## src/rtl/div_ctrl.sv

```systemverilog
// div_ctrl: iterative 32-bit divide sequencer for DIVW/MODW/DIVWU/MODWU.
// Radix-2 restoring shift-subtract, one quotient bit per cycle, with
// LoongArch sign rules, a short-cut for divide-by-zero, and flush abort.
// Optional build macro: DIV_SMALL_SKIP_EN (finish in one cycle when
// |dividend| < |divisor|; the result is bit-identical either way).
//
// state | meaning
// ------+----------------------------------------------------------
// IDLE  | waiting for start_i; operands latched on the accepting edge
// CALC  | 32 shift-subtract iterations, pause_o held high
// DONE  | ready_o pulse, result_o valid; always returns to IDLE
module div_ctrl #(
   parameter int DATA_W = 32
) (
   input  logic              clk,
   input  logic              rst,
   input  logic              start_i,
   input  logic              signed_i,
   input  logic              mod_i,
   input  logic [DATA_W-1:0] dividend_i,
   input  logic [DATA_W-1:0] divisor_i,
   input  logic              cancel_i,
   output logic              pause_o,
   output logic              ready_o,
   output logic [DATA_W-1:0] result_o,
   output logic              busy_o
);

   localparam int CNT_W = $clog2(DATA_W);
   localparam logic [CNT_W-1:0] CNT_LAST = CNT_W'(DATA_W - 1);

   typedef enum logic [1:0] {
      IDLE = 2'd0,
      CALC = 2'd1,
      DONE = 2'd2
   } state_t;

   state_t              state;
   logic [CNT_W-1:0]    cnt;
   logic [2*DATA_W-1:0] rq;
   logic [DATA_W-1:0]   div_mag;
   logic                mod_r;
   logic                neg_q;
   logic                neg_r;

   logic [DATA_W-1:0]   dvd_mag;
   logic [DATA_W-1:0]   dvs_mag;
   logic [DATA_W:0]     trial;
   logic [2*DATA_W-1:0] rq_nxt;
   logic [DATA_W-1:0]   fin_q;
   logic [DATA_W-1:0]   fin_r;
   logic [DATA_W-1:0]   res_calc;

   // Operand magnitudes: two's-complement absolute value only in signed mode.
   // 0x80000000 maps to itself, which is the correct unsigned magnitude.
   always_comb begin
      dvd_mag = (signed_i && dividend_i[DATA_W-1]) ? -dividend_i : dividend_i;
      dvs_mag = (signed_i && divisor_i[DATA_W-1])  ? -divisor_i  : divisor_i;
   end

   // One restoring step: the trial uses the shifted-up remainder (33 bits,
   // so the bit leaving the top of rq is not lost) minus the divisor.
   always_comb begin
      trial = rq[2*DATA_W-1:DATA_W-1] - {1'b0, div_mag};
      if (trial[DATA_W])
         rq_nxt = {rq[2*DATA_W-2:0], 1'b0};
      else
         rq_nxt = {trial[DATA_W-1:0], rq[DATA_W-2:0], 1'b1};
      fin_q = rq_nxt[DATA_W-1:0];
      fin_r = rq_nxt[2*DATA_W-1:DATA_W];
      if (mod_r)
         res_calc = neg_r ? -fin_r : fin_r;
      else
         res_calc = neg_q ? -fin_q : fin_q;
   end

   // Stall ex from the accepting cycle through the last iteration; low in DONE.
   assign pause_o = rst && ((state == IDLE && start_i && !cancel_i) || state == CALC);
   assign busy_o  = (state != IDLE);

   // Sequencer: operand capture, iteration, sign fixup and result register.
   always_ff @(posedge clk) begin
      if (!rst) begin
         state    <= IDLE;
         cnt      <= '0;
         rq       <= '0;
         div_mag  <= '0;
         mod_r    <= 1'b0;
         neg_q    <= 1'b0;
         neg_r    <= 1'b0;
         ready_o  <= 1'b0;
         result_o <= '0;
      end else begin
         case (state)
            IDLE: begin
               ready_o <= 1'b0;
               if (start_i && !cancel_i) begin
                  mod_r   <= mod_i;
                  neg_q   <= signed_i && (dividend_i[DATA_W-1] ^ divisor_i[DATA_W-1]);
                  neg_r   <= signed_i && dividend_i[DATA_W-1];
                  div_mag <= dvs_mag;
                  rq      <= {{DATA_W{1'b0}}, dvd_mag};
                  cnt     <= '0;
                  if (divisor_i == '0) begin
                     result_o <= mod_i ? dividend_i : '1;
                     ready_o  <= 1'b1;
                     state    <= DONE;
                  end
`ifdef DIV_SMALL_SKIP_EN
                  else if (dvd_mag < dvs_mag) begin
                     // Quotient is 0 and the remainder is the dividend itself,
                     // which already carries the dividend's sign.
                     result_o <= mod_i ? dividend_i : '0;
                     ready_o  <= 1'b1;
                     state    <= DONE;
                  end
`endif
                  else begin
                     state <= CALC;
                  end
               end
            end
            CALC: begin
               if (cancel_i) begin
                  state <= IDLE;
               end else begin
                  rq <= rq_nxt;
                  if (cnt == CNT_LAST) begin
                     result_o <= res_calc;
                     ready_o  <= 1'b1;
                     state    <= DONE;
                  end else begin
                     cnt <= cnt + 1'b1;
                  end
               end
            end
            DONE: begin
               // A start_i still high here belongs to the finishing instruction.
               ready_o <= 1'b0;
               state   <= IDLE;
            end
            default: begin
               ready_o <= 1'b0;
               state   <= IDLE;
            end
         endcase
      end
   end

endmodule

```

## config.mk

```make
export PLATFORM = sky130hd
export DESIGN_NAME = div_ctrl
export DESIGN_NICKNAME = d
export VERILOG_FILES = /design/src/rtl/div_ctrl.sv
export SDC_FILE = /design/constraint.sdc
export NUM_CORES = 1
export LEC_CHECK = 0
export CELL_PAD_IN_SITES_DETAIL_PLACEMENT = 0
export CELL_PAD_IN_SITES_GLOBAL_PLACEMENT = 1
export CORE_UTILIZATION = 25
export CTS_CLUSTER_DIAMETER = 150
export DETAILED_ROUTE_END_ITERATION = 8
export GPL_TIMING_DRIVEN = 1
export PLACE_DENSITY_LB_ADDON = 0.12
export SKIP_CTS_REPAIR_TIMING = 1
export SKIP_LAST_GASP = 1
export SLEW_MARGIN = 0
export SYNTH_ARGS = -nofsm -noshare
export SYNTH_HDL_FRONTEND = slang
export SYNTH_SLANG_ARGS = --single-unit
export TNS_END_PERCENT = 10
```

## constraint.sdc

```tcl
create_clock -name clk -period 5.7 [get_ports clk]
set_input_delay 1.14 -clock clk [delete_from_list [all_inputs] [get_ports clk]]
set_output_delay 1.14 -clock clk [all_outputs]
set_load 0.05 [all_outputs]
```

==> impl_metrics.tcl, run 1 <==
set metrics [dict create \
    status "complete, no violations" \
    wirelength_um 45800 \
    grt_overflow 0 \
    seqCellArea_um2 2780 \
    hold_class "flop to flop" \
    coreArea_um2 44300 \
    worst-path-max-fanout 10 \
    clock_latency_ns 0.46 \
    detail-route-antenna-nets 0 \
    ys_ff_latch 139 \
    fmax_mhz 194 \
    numCtsBuffers 17 \
    multi_input_area_um2 7870 \
    synth_nets 1669 \
    dp_hpwl_um 35000 \
    grt_pass1_wl_um 69900 \
    dr.pass1.iters 7 \
    synthCells 1560 \
    rr_worst_depth 21 \
    grtUsageTotal_pct 19.9 \
    synth_area_um2 11200 \
    synth.avg_cell_area_um2 7.20 \
    synth-edff-count 0 \
    slew_headroom_pct 23.2 \
    fin_area_um2 13500 \
    drv_cap 0 \
    dr_wl_met2_um 20400 \
    synth_cell_types 83 \
    synth_top_area_share_pct 24.8 \
    whs_endpoint "div_mag[22]$_SDFFE_PN0P_" \
    p_comb_share_pct 27.8 \
    slew_violations 0 \
    hold_viol_final 0 \
    grt_pass1_vias 11200 \
    hold_start "div_mag[22]$_SDFFE_PN0P_" \
    clock_skew_ns 0.00847 \
    period_needed_ns 5.16 \
    wl_per_cell_um 20.6 \
    rsz0062_at_grt "no" \
    power.density_nw_per_um2 228 \
    clock_path_buffers 2 \
    r2r_setup_slack_ns 0.54 \
    switching_share_pct 35.1 \
    nNetsFinal 1725 \
    critical_path_arrival_ns 5.52 \
    dieArea_um2 45800 \
    route.met3.wl_um 1730 \
    p_clk_share_pct 38.0 \
    drive_gt1_share_pct 7.12 \
    worst_pin_slew_ns 1.12 \
    fin_crit_sh_pct 90.5 \
    yosys_warnings 0 \
    first_iter_violations 855 \
    p_sw_mw 1.08 \
    start_util_pct 25.4 \
    rr_startpoint "rq[42]$_SDFFE_PN0P_" \
    setup_viol 0 \
    worstSetupEndpointType "flop" \
    synth_top_area_cell "dfxtp_1" \
    fin_setup_tns_ns 0 \
    ys_seq_area_share_pct 24.8 \
    cts_num_sinks 139 \
    die_h_um 214 \
    fill_cells 4936 \
    reg2reg_to "result_o[26]$_SDFFE_PN0P_" \
    holdPathStages 2 \
    power.leakage_nw 4.96 \
    routabilityCongestion 0.848 \
    critical_path_class "flop to flop" \
    htree_levels 4 \
    wl_met1_um 22700 \
    highest_layer "met4" \
    vias_per_cell 5.23 \
    path_clk_slew_ns 0.07 \
    seq_power_share_pct 34.2 \
    drc_errors 0 \
    clock_tree.root_cell "clkbuf_16" \
    area_delta_synth_final_pct 20.3 \
    row_count 77 \
    ys_async_sr_fraction_pct 0 \
    vias 11600 \
    synthFlopType "dfxtp_1" \
    power.internal_mw 2.00 \
    port_buffers 104 \
    cts_tree "done" \
    antenna_found_initial 0 \
    dpl_cell_area_um2 12900 \
    fp.dieW_um 214 \
    cp.required_ns 6.06 \
    ys_top_cells_by_area "dfxtp_1 25%, nor2_1 7.2%, a21oi_1 6.5%" \
    ios 105 \
    cp-start-kind "flop" \
    n_antenna_cell 0 \
    grt_max_degree 70 \
    ir_drop_uv 192 \
]
-- power groups by stage --
stage,registers (mW),clock network [mW],logic (mW)
final,1.05,1.17,0.856
after global routing,1.06,1.24,0.940
after CTS,1.05,1.21,0.855
after detailed placement,1.08,0,0.850
after global placement,1.08,0,0.857
after floorplan,1.06,0,0.557
-- stage by stage --
step	setup WS [ns]	total power, mW	utilization [%]	std cells	hold slack [ns]
after global placement	0.499	1.93	29.2	2189	0.445
after CTS	0.408	3.12	30.5	2221	0.465
after detailed placement	0.437	1.93	29.2	2189	0.454
final	0.539	3.08	30.5	2221	0.457
after global routing	0.129	3.24	30.5	2221	0.487
after floorplan	0.722	1.61	-	1560	0.432
-- critical path, stage by stage (launching register included) --
cell	delay [ns]
dfxtp_1	0.35
ha_1	0.48
nand4_1	0.29
a2111oi_2	0.47
o21ai_0	0.16
buf_4	0.18
a211oi_2	0.30
o21a_1	0.24
nor2_4	0.06
inv_1	0.18
nor2_1	0.06
a21oi_1	0.21
ha_1	0.24
nand2_1	0.11
nor3_2	0.24
nand2_1	0.15
or3_1	0.42
a221oi_1	0.30
buf_4	0.18
and3_1	0.15
nor3_1	0.05
a32o_1	0.24
-- how the worst max path moves through the flow --
stage / start / endpoint / slack [ns] / cells past startpoint
finish: rq[42]$_SDFFE_PN0P_ / result_o[26]$_SDFFE_PN0P_ / 0.54 / 21
CTS: rq[42]$_SDFFE_PN0P_ / result_o[26]$_SDFFE_PN0P_ / 0.41 / 21
global placement: divisor_i[6] / result_o[31]$_SDFFE_PN0P_ / 0.50 / 13
floorplan: rq[31]$_SDFFE_PN0P_ / result_o[26]$_SDFFE_PN0P_ / 0.72 / 23
detailed placement: rq[42]$_SDFFE_PN0P_ / result_o[26]$_SDFFE_PN0P_ / 0.44 / 21
global route: div_mag[11]$_SDFFE_PN0P_ / result_o[26]$_SDFFE_PN0P_ / 0.13 / 22
-- area by class of cell --
type / instances / area share (%)
multi-input combinational: 1261 / 58.2
clock buffer: 21 / 3.48
inverter: 57 / 1.59
timing repair buffer: 140 / 9.77
clock inverter: 11 / 0.879
sequential: 139 / 20.6
tap: 592 / 5.48
-- flip-flops by register name, indices dropped and copies added, names as in the netlist --
signal / flops
div_mag: 32
mod_r: 1
neg_r: 1
ready_o: 1
cnt: 5
rq: 64
state: 2
result_o: 32
neg_q: 1
-- logic make-up after synthesis --
logic type                 count (synthesis)  synth area share [%]
xor gates and xnor gates                 126                  9.82
and+or+nand+nor                          571                  23.7
AOI/OAI and AO/OA                        497                  29.2
buffers and inverters                    160                  5.50
DFF                                      139                  24.8
adders and majority gates                 39                  4.41
muxes                                     28                  2.66
-- cells in the mapped netlist (all sizes together), types with 5 or more instances --
cell	number
dfxtp	139
o211ai	14
a21boi	6
nor2b	9
or2	12
nand4	15
inv	55
nor3	43
nand3	28
o22ai	9
ha	38
nand2b	15
a21oi	146
o41ai	10
a22oi	9
a211oi	60
buf	15
a311oi	12
o211a	5
a21o	12
or3	30
nor4	16
clkbuf	88
and2	19
o21a	7
nand2	136
o31ai	24
mux2	12
a31oi	14
xnor2	68
o221ai	12
xor2	58
nor2	217
or4	12
nand3b	6
mux2i	16
o21ai	105
and3	8
o311ai	7
-- placed cells by master (no fill, tap or decap), drive strengths merged, types with 19 or more instances in the layout --
master / instances
a211oi: 60
nand3: 28
a21oi: 146
or3: 30
nand2: 136
xnor2: 68
clkdlybuf4s50: 103
nor3: 43
dfxtp: 139
and2: 19
inv: 54
clkbuf: 21
xor2: 58
nor2: 217
ha: 38
buf: 37
o31ai: 24
o21ai: 105
-- routing by layer --
metal | up-vias | GRT usage (%)
li1 | 5775 | -
met1 | 5536 | 27.9
met2 | 245 | 31.0
met3 | 50 | 2.87
met4 | 0 | 6.55
met5 | - | 0
No activity file was read; power rests on OpenSTA's default activity.
==> run 2, diff against run 1 <==
CAP_MARGIN = 20   (was not set)
CORE_ASPECT_RATIO = 0.5   (was not set)
CORE_MARGIN = 3   (was not set)
==> run 2 against run 1 <==
Power increased by 2.7%; final area increased by 0.26%; clock power increased by 8%; first-iteration DRC count increased by 28%; highest routed layer unchanged; clock skew increased by 0.0086 ns; via count increased by 1.8%.
==> impl_metrics.tcl, run 2 (synthesis results as in run 1) <==
set metrics [dict create \
    status "complete, no violations" \
    fin_setup_tns_ns 0 \
    dieArea_um2 47700 \
    wirelength_um 45900 \
    ir_drop_uv 177 \
    cp-endpoint "result_o[26]$_SDFFE_PN0P_" \
    p_clk_share_pct 39.7 \
    largest_reg_flops 64 \
    final_common_cell "nor2_1" \
    hold_class "flop to flop" \
    routabilityCongestion 0.896 \
    rr_worst_depth 21 \
    critical_path_class "flop to flop" \
    grt_max_degree 73 \
    fin_crit_sh_pct 89.8 \
    nNetsFinal 1720 \
    numCtsBuffers 17 \
    largest_register "rq" \
    rsz0062_at_grt "no" \
    grtUsageTotal_pct 19.0 \
    cts_num_sinks 139 \
    dr_wl_met2_um 19100 \
    vias 11800 \
    drv_cap 0 \
    power.internal_mw 2.09 \
    fill_cells 4746 \
    drc_errors 0 \
    area_delta_synth_final_pct 20.6 \
    route.met3.wl_um 2300 \
    clock_latency_ns 0.46 \
    cp_common_cell "nor3_1" \
    die_h_um 156 \
    grt_pass1_vias 11200 \
    port_buffers 104 \
    fmax_mhz 195 \
    row_count 54 \
    grt_pass1_wl_um 69700 \
    worstSetupEndpointType "flop" \
    clock_skew_ns 0.0171 \
    rr_startpoint "rq[42]$_SDFFE_PN0P_" \
    first_iter_violations 1098 \
    path_clk_slew_ns 0.06 \
    cp-start-kind "flop" \
    dp_hpwl_um 34900 \
    ios 105 \
    final_cell_mix "214 x nor2_1, 145 x a21oi_1, 139 x dfxtp_1" \
    worst-path-max-fanout 12 \
    slowest_delay_ns 0.48 \
    slew_headroom_pct 25.9 \
    detail-route-antenna-nets 0 \
    coreArea_um2 44000 \
    hold_viol_final 0 \
    p_sw_mw 1.07 \
    switching_share_pct 33.9 \
    crit_start "rq[42]$_SDFFE_PN0P_" \
    antenna_found_initial 1 \
    cp.required_ns 6.05 \
    cpMaxStageDelayCell "ha_1" \
    cts_tree "done" \
    slew_violations 0 \
    period_needed_ns 5.12 \
    start_util_pct 25.6 \
    power.density_nw_per_um2 233 \
    dr.pass1.iters 5 \
    reg2reg_to "result_o[26]$_SDFFE_PN0P_" \
    wl_met1_um 24000 \
    fp.dieW_um 306 \
    vias_per_cell 5.34 \
    power.leakage_nw 4.97 \
    drive_gt1_share_pct 6.65 \
    htree_levels 4 \
    crit_chain "ha_1, nand4_1, a2111oi_2, o21ai_0, buf_4, a211oi_2, nor3_1, buf_12, nor2_4, inv_1, a21oi_1, ha_1, nand2_1, nor3_1, nand2_1, or3_1, a221oi_1, buf_4, and3_1, nor3_1, a32o_1" \
    setup_viol 0 \
    critical_path_arrival_ns 5.46 \
    clock_path_buffers 2 \
    worst_pin_slew_ns 1.11 \
    top_regs "rq: 64 flops, div_mag: 32 flops, result_o: 32 flops" \
    p_comb_share_pct 26.7 \
    r2r_setup_slack_ns 0.58 \
    n_antenna_cell 0 \
    seq_power_share_pct 33.5 \
    clock_tree.root_cell "clkbuf_16" \
    grt_overflow 0 \
    highest_layer "met4" \
    wl_per_cell_um 20.8 \
    hold_ws_ns 0.454 \
]
-- run 2: changes by cell type in the layout (fill, tap and decap cells not counted) --
cell	change
clkbuf_1	+1
bufinv_16	+2
buf_16	+1
inv_6	+1
buf_12	+1
buf_4	-8
nor3_2	-1
clkdlybuf4s50_1	+1
nor3_1	+1
clkinv_2	-2
clkinvlp_4	-2
-- run 2: routing by layer --
metal  track usage (%)  up-vias
met4              4.24        0
li1                  -     5773
met3              2.52       27
met5                 0        -
met2              28.3      324
met1              28.9     5686
-- run 2: how the worst min path moves through the flow --
stage,from,end,slack (ns),depth (start not counted)
floorplan,div_mag[22]$_SDFFE_PN0P_,div_mag[22]$_SDFFE_PN0P_,0.43,2
global route,result_o[6]$_SDFFE_PN0P_,result_o[6]$_SDFFE_PN0P_,0.49,1
detailed placement,div_mag[22]$_SDFFE_PN0P_,div_mag[22]$_SDFFE_PN0P_,0.45,2
CTS,div_mag[22]$_SDFFE_PN0P_,div_mag[22]$_SDFFE_PN0P_,0.46,2
global placement,cnt[4]$_SDFFE_PN0P_,cnt[4]$_SDFFE_PN0P_,0.44,2
finish,div_mag[22]$_SDFFE_PN0P_,div_mag[22]$_SDFFE_PN0P_,0.45,2
-- run 2: worst max-delay path, delay by kind of cell, from the launching register on --
| kind | cells | cell delay, ns |
|---|---|---|
| flops | 1 | 0.37 |
| compound gates | 6 | 1.75 |
| buf+inv | 4 | 0.62 |
| fa+ha+maj | 2 | 0.73 |
| simple gates | 9 | 1.55 |
-- run 2: layout make-up --
type                            instances  area, um^2  share of cell area [%]
Tap cell                              588         736                    5.43
Timing Repair Buffer                  135        1320                    9.73
Multi-Input combinational cell       1261        7870                    58.0
Clock inverter                         10         163                    1.20
Inverter                               57         215                    1.59
Sequential cell                       139        2780                    20.5
Clock buffer                           22         474                    3.50
-- run 2: power by group through the flow --
stage | Sequential, mW | Combinational (mW) | Clock, mW
after floorplan | 1.06 | 0.557 | 0
after CTS | 1.06 | 0.842 | 1.29
after global placement | 1.08 | 0.839 | 0
after detailed placement | 1.08 | 0.838 | 0
final | 1.06 | 0.846 | 1.26
after global routing | 1.07 | 0.937 | 1.33
-- run 2: per-stage QoR --
stage                     power (mW)  std cells  setup WS [ns]  util (%)  instance area (um^2)
after floorplan                 1.61       1560          0.722         -                 11200
after detailed placement        1.92       2180          0.447      29.4                 12900
after CTS                       3.19       2212          0.593      30.8                 13600
after global placement          1.92       2179          0.571      29.3                 12900
final                           3.16       2212          0.583      30.8                 13600
after global routing            3.33       2212         0.0471      30.8                 13600
